$ cat src/rtl/counter_pkg.sv
// Shared definitions for the down-counter monitor: counter geometry and report FSM states.
package counter_pkg;

  localparam int unsigned WIDTH_DEF = 4;
  localparam int unsigned CNT_MAX   = (2 ** WIDTH_DEF) - 1;

  typedef enum logic {
    IDLE   = 1'b0,
    REPORT = 1'b1
  } state_t;

endpackage

$ cat src/rtl/wrap_event_monitor_step_checker.sv
// Keeps the previous enabled sample and classifies the current one as wrap, legal step or error.
module step_checker
  import counter_pkg::*;
#(
  parameter int unsigned WIDTH = WIDTH_DEF
) (
  input  logic             clk,
  input  logic             reset,
  input  logic [WIDTH-1:0] count_in,
  input  logic             count_en,
  output logic             wrap_det,
  output logic             step_err
);

  localparam logic [WIDTH-1:0] ONE_W  = {{(WIDTH-1){1'b0}}, 1'b1};
  localparam logic [WIDTH-1:0] ZERO_W = {WIDTH{1'b0}};
  localparam logic [WIDTH-1:0] ONES_W = {WIDTH{1'b1}};

  logic [WIDTH-1:0] r_prev;
  logic             r_primed;
  logic [WIDTH-1:0] w_dec;
  logic             w_check;

  // History register: only enabled samples update it.
  always_ff @(posedge clk) begin
    if (reset) begin
      r_prev   <= ZERO_W;
      r_primed <= 1'b0;
    end else if (count_en) begin
      r_prev   <= count_in;
      r_primed <= 1'b1;
    end
  end

  // Classify the step; a held value is legal, and the modular decrement covers the wrap.
  always_comb begin
    w_dec    = r_prev - ONE_W;
    w_check  = r_primed & count_en;
    wrap_det = w_check & (r_prev == ZERO_W) & (count_in == ONES_W);
    step_err = w_check & (count_in != w_dec) & (count_in != r_prev);
  end

endmodule

$ cat src/rtl/wrap_event_monitor.sv
// Wrap monitor: pulses per wrap, accumulates wraps and reports batches over valid/ready.
module wrap_event_monitor
  import counter_pkg::*;
#(
  parameter int unsigned WIDTH  = WIDTH_DEF,
  parameter int unsigned CNT_W  = 8,
  parameter int unsigned THRESH = 4
) (
  input  logic             clk,
  input  logic             reset,
  input  logic [WIDTH-1:0] count_in,
  input  logic             count_en,
  output logic             wrap_pulse,
  output logic             evt_valid,
  input  logic             evt_ready,
  output logic [CNT_W-1:0] evt_count,
  output logic             seq_err,
  output logic             sat
);

  localparam logic [CNT_W-1:0] ACC_MAX = {CNT_W{1'b1}};
  localparam logic [CNT_W-1:0] ACC_ONE = {{(CNT_W-1){1'b0}}, 1'b1};
  localparam logic [CNT_W-1:0] ACC_ZRO = {CNT_W{1'b0}};
  localparam logic [CNT_W-1:0] THR     = CNT_W'(THRESH);

  logic             w_wrap_det;
  logic             w_step_err;
  logic             w_sat_hit;
  logic [CNT_W-1:0] w_acc_sum;
  logic [CNT_W-1:0] w_acc_nxt;
  logic [CNT_W-1:0] w_evt_count_nxt;
  logic             w_evt_valid_nxt;
  state_t           w_state_nxt;

  state_t           r_state;
  logic [CNT_W-1:0] r_acc;
  logic [CNT_W-1:0] r_evt_count;
  logic             r_evt_valid;
  logic             r_wrap_pulse;
  logic             r_seq_err;
  logic             r_sat;

  step_checker #(.WIDTH(WIDTH)) u_step_checker (
    .clk      (clk),
    .reset    (reset),
    .count_in (count_in),
    .count_en (count_en),
    .wrap_det (w_wrap_det),
    .step_err (w_step_err)
  );

  // Accumulator including this cycle's wrap; a wrap at full scale is dropped and flags saturation.
  always_comb begin
    w_sat_hit = 1'b0;
    w_acc_sum = r_acc;
    if (w_wrap_det) begin
      if (r_acc == ACC_MAX) begin
        w_sat_hit = 1'b1;
      end else begin
        w_acc_sum = r_acc + ACC_ONE;
      end
    end else begin
      w_acc_sum = r_acc;
    end
  end

  // Report FSM next state; wraps keep accumulating while a report waits for the consumer.
  always_comb begin
    w_state_nxt     = r_state;
    w_acc_nxt       = w_acc_sum;
    w_evt_count_nxt = r_evt_count;
    w_evt_valid_nxt = r_evt_valid;
    case (r_state)
      IDLE: begin
        if (w_acc_sum >= THR) begin
          w_evt_count_nxt = w_acc_sum;
          w_acc_nxt       = ACC_ZRO;
          w_evt_valid_nxt = 1'b1;
          w_state_nxt     = REPORT;
        end else begin
          w_evt_valid_nxt = 1'b0;
          w_state_nxt     = IDLE;
        end
      end
      REPORT: begin
        if (evt_ready) begin
          w_evt_valid_nxt = 1'b0;
          w_state_nxt     = IDLE;
        end else begin
          w_evt_valid_nxt = 1'b1;
          w_state_nxt     = REPORT;
        end
      end
      default: begin
        w_evt_valid_nxt = 1'b0;
        w_state_nxt     = IDLE;
      end
    endcase
  end

  // State and output registers; reset discards any pending report.
  always_ff @(posedge clk) begin
    if (reset) begin
      r_state      <= IDLE;
      r_acc        <= ACC_ZRO;
      r_evt_count  <= ACC_ZRO;
      r_evt_valid  <= 1'b0;
      r_wrap_pulse <= 1'b0;
      r_seq_err    <= 1'b0;
      r_sat        <= 1'b0;
    end else begin
      r_state      <= w_state_nxt;
      r_acc        <= w_acc_nxt;
      r_evt_count  <= w_evt_count_nxt;
      r_evt_valid  <= w_evt_valid_nxt;
      r_wrap_pulse <= w_wrap_det;
      r_seq_err    <= r_seq_err | w_step_err;
      r_sat        <= r_sat | w_sat_hit;
    end
  end

  assign wrap_pulse = r_wrap_pulse;
  assign evt_valid  = r_evt_valid;
  assign evt_count  = r_evt_count;
  assign seq_err    = r_seq_err;
  assign sat        = r_sat;

endmodule

$ cat config.mk
export PLATFORM = sky130hd
export DESIGN_NAME = wrap_event_monitor
export DESIGN_NICKNAME = d
export VERILOG_FILES = /design/src/rtl/counter_pkg.sv /design/src/rtl/wrap_event_monitor_step_checker.sv /design/src/rtl/wrap_event_monitor.sv
export SDC_FILE = /design/constraint.sdc
export NUM_CORES = 1
export LEC_CHECK = 0
export ABC_AREA = 1
export BUFFER_PORTS_ARGS = -buffer_cell sky130_fd_sc_hd__buf_2
export CELL_PAD_IN_SITES_DETAIL_PLACEMENT = 1
export CELL_PAD_IN_SITES_GLOBAL_PLACEMENT = 1
export CORE_MARGIN = 2
export CORE_UTILIZATION = 24
export CTS_BUF_LIST = sky130_fd_sc_hd__clkbuf_2 sky130_fd_sc_hd__clkbuf_4 sky130_fd_sc_hd__clkbuf_8
export CTS_CLUSTER_SIZE = 20
export DETAILED_ROUTE_END_ITERATION = 8
export PLACE_DENSITY_LB_ADDON = 0.1
export SYNTH_ARGS = -nofsm -noshare
export SYNTH_HDL_FRONTEND = slang
export SYNTH_HIERARCHICAL = 1
export SYNTH_SLANG_ARGS = --single-unit
$ cat constraint.sdc
create_clock -name clk -period 2.1 [get_ports clk]
set_clock_uncertainty 0.1 [all_clocks]
set_input_delay 0.315 -clock clk [delete_from_list [all_inputs] [get_ports clk]]
set_output_delay 0.315 -clock clk [all_outputs]
set_load 0.005 [all_outputs]
==> summary.md <==
| Metric | Value |
|---|---|
| Status | completed |
| Final Setup Violations | 0 |
| Critical Path Max Stage Delay | 0.34 ns |
| Sw frac | between 20% and 30% |
| Peak supply drop | between 0.0002 and 0.00025 V |
| Number of synthesized register bits | 25 |
| P_sw | approximately 0.22 mW |
| Max Root-Sink Buffers | 2 |
| Die height | 80.5 um |
| Leakage | approximately 0.91 nW |
| Achievable Freq | 491 MHz |
| Iteration-0 DRC Markers | 26 |
| Area delta synth->final | 29.0% |
| Post-route setup TNS | 0 ns |
| Crit path capture type | register |
| Vias after detailed routing | 1301 |
| Initial Util | 25.2% |
| Largest net degree at the start of global routing | 14 |
| Routed wire length | 3630 um |
| Hold Fails Final Rpt | 0 |
| Hold Buf Count CTS | 0 |
| CP max stage cell | dfxtp_2 |
| Least-Margin Pin Slew | 0.519 ns |
| RSZ-0062 raised after global routing | true |
| CTS tree | done |
| Post-Syn Nets | 203 |
| Crit path time final | 2.04 ns |
| Slew Limit Fails | 0 |
| Cell count after synthesis | 192 |
| Reg clk slew, reported paths | 0.09 ns |
| Most frequent cells in the layout | 46 x nand2_1, 24 x dfxtp_1, 20 x nor2_1 |
| CP Cell Sequence | inv_2, ha_4, nand3_4, nor4_4, nand2_2, nor2_4, buf_4, nand3_2, nand2_4, nor2_4, nand3_4, nand2_4, nand3_1, nand2_1 |
| GR Overflow Total | 0 |
| Synth warn | 6 |
| R2R depth | 14 |
| Drt drc | 0 |
| Vias in the first global route | 1397 |
| Hold path start | evt_ready |
| Routed vias/inst | roughly 4.3 |
| Io pins | 20 |
| HPWL Detailed | 2960 um |
| Mean Syn Cell Area | 7.32 um2 |
| Worst Hold Class | in2reg |
| Clock Latency Late Sink | 0.26 ns |
| Width of the die | approximately 81 um |
| Area of the core | 0.00557 mm2 |
| Final ANT Viol Nets | 0 |
| Layout Nets | about 240 |
| Max cap viols | 0 |
| GPL Wtd Cong | about 0.76 |
| Root buffer cell | clkbuf_8 |
| ANT cells | 0 |
| Cts bufs inserted | 3 |
| Post-route worst setup slack | 0.0629 ns |
| CTS sink cnt | 25 |
| Relative slew slack | ~65% |
| Hold Slack | 0.131 ns |
| PD cells | 491 mW/mm2 |
| Share of layout cells above drive strength 1 | 34.9% |
| CP Max Fanout | 5 |
| Bufs and invs on worst path | 2 |
| R2R Setup Slk | 0.06 ns |
| Sequential area share after synthesis | 35.6% |
| Wirelength per Cell | 12.1 um |
| Post-synthesis cell type count | 27 |
| Cell area after synthesis | 0.00141 mm2 |
| Post-layout util | approximately 33% |
| Crit path required time | 2.17 ns |
| Startpoint Class | register |
| Reg2Reg Capture Point | evt_count[1]$_SDFFE_PP0P_ |
| First-pass GRT wire length | 6490 um |
| CP Class | reg2reg |
| Clock share of power | 33.9% |
| H-Tree Depth | 1 |
| Commonest non-fill, non-tap cell in the layout | nand2_1 |
| FF-to-FF Start | u_step_checker/r_prev[0]$_SDFFE_PP0P_ |
| Cell family contributing the most delay on the critical path | simple AND/OR/NAND/NOR gates |
| Logic pwr share | 11.3% |
| Hold EP | evt_valid$_SDFF_PP0_ |
| Initial antenna violation count | 0 |
| DRT Pass-1 Iters | 4 |
| # rows | 27 |
| Int Pwr | 0.673 mW |
| Final Cycle Share | 97.0% |
| Port bufs | 19 |
| Total Routing Usage GR | 12.7% |
| Die ar. | 0.00648 mm2 |
| Hold depth | 2 |
| CP arrival | 2.10 ns |
| Pre-CTS worst setup slack | -0.118 ns |
| Sequential power share | a little over half |
==> cell usage after synthesis <==
master | number | area [um2]
a211oi_1 | 4 | 30.0
a21oi_1 | 6 | 30.0
buf_4 | 2 | 15.0
clkinv_1 | 1 | 3.75
clkinv_2 | 1 | 5.00
dfxtp_1 | 25 | 500
ha_1 | 3 | 37.5
inv_1 | 21 | 78.8
inv_2 | 3 | 11.3
mux2i_1 | 1 | 10.0
nand2_1 | 49 | 184
nand2_2 | 11 | 68.8
nand2_4 | 3 | 33.8
nand3_1 | 20 | 100
nand3_2 | 2 | 20.0
nand3_4 | 3 | 52.6
nand3b_1 | 3 | 22.5
nand4_1 | 2 | 12.5
nor2_1 | 20 | 75.1
nor2_2 | 3 | 18.8
nor2_4 | 3 | 33.8
nor2_8 | 1 | 20.0
nor4_2 | 1 | 12.5
o21ai_1 | 1 | 5.00
or2_0 | 1 | 6.26
xnor2_1 | 1 | 8.76
xor2_1 | 1 | 8.76
==> power groups by stage <==
stage          clock network [mW]  registers (mW)  logic (mW)
3_3_place_gp                    0           0.498      0.0870
5_1_grt                     0.343           0.489       0.116
6_report                    0.302           0.488       0.100
3_5_place_dp                    0           0.498      0.0901
2_1_floorplan                   0           0.498      0.0534
4_1_cts                     0.321           0.487      0.0938
==> metal layers <==
layer  vias to the layer above  wire length (um)  global-route usage (%)  share of wire, %
li1                        682                 -                       -                 -
met1                       603              1870                    17.1                51
met2                        14              1660                    21.1                46
met3                         2                88                    1.80               2.4
met4                         0                19                    3.56              0.52
met5                         -                 0                       0                 0
==> final cells by class <==
class	instances	area, um2
inverters	26	98.8
repair buffers	33	200
well taps	72	90.1
clock buffers	4	48.8
multi-input cells	141	873
fillers	718	3760
flip-flops and latches	25	502
==> per-stage QoR <==
stage / total power, mW / std cells / cell area [um2]
after floorplan: 0.551 / 192 / 1410
after global placement: 0.585 / 293 / 1670
after detailed placement: 0.588 / 293 / 1670
after CTS: 0.902 / 299 / 1750
after global routing: 0.948 / 301 / 1810
final: 0.890 / 301 / 1810
==> logic make-up (layout without fill, tap and decap cells) <==
kind of cell               count (synthesis)  count (layout)  share of synthesized area (%)
DFF                                       25              25                           35.6
and+or+nand+nor                          122             124                           47.0
buffers and inverters                     28              63                           8.10
muxes                                      1               1                          0.712
AOI/OAI and AO/OA                         11              11                           4.63
adders and majority gates                  3               3                           2.67
xor gates and xnor gates                   2               2                           1.25
==> registers in the layout, summed over array words and instances (netlist names) <==
| register | count |
|---|---|
| evt_count | 8 |
| evt_valid | 1 |
| seq_err | 1 |
| sat | 1 |
| wrap_pulse | 1 |
| r_acc | 8 |
| u_step_checker/r_prev | 4 |
| u_step_checker/r_primed | 1 |
==> worst max path at each step <==
| stage | to | start | cells after the start | slack, ns |
|---|---|---|---|---|
| finish | evt_count[1]$_SDFFE_PP0P_ | u_step_checker/r_prev[0]$_SDFFE_PP0P_ | 14 | 0.06 |
| global route | r_acc[0]$_SDFF_PP0_ | u_step_checker/r_prev[0]$_SDFFE_PP0P_ | 14 | -0.11 |
| CTS | r_acc[1]$_SDFF_PP0_ | u_step_checker/r_prev[0]$_SDFFE_PP0P_ | 13 | 0.005 |
| detailed placement | evt_count[7]$_SDFFE_PP0P_ | u_step_checker/r_prev[0]$_SDFFE_PP0P_ | 16 | -0.12 |
| global placement | r_acc[0]$_SDFF_PP0_ | u_step_checker/r_prev[1]$_SDFFE_PP0P_ | 16 | -0.02 |
| floorplan | r_acc[1]$_SDFF_PP0_ | u_step_checker/r_prev[1]$_SDFFE_PP0P_ | 17 | 0.02 |
==> timing repair <==
action                                  CTS  global route
gates cloned                              2             0
buffers inserted                          0             2
pin swaps                                 4             7
endpoints found under the setup margin   11            11
gates resized for setup                   3            14
(Power assumes the default switching activity.)
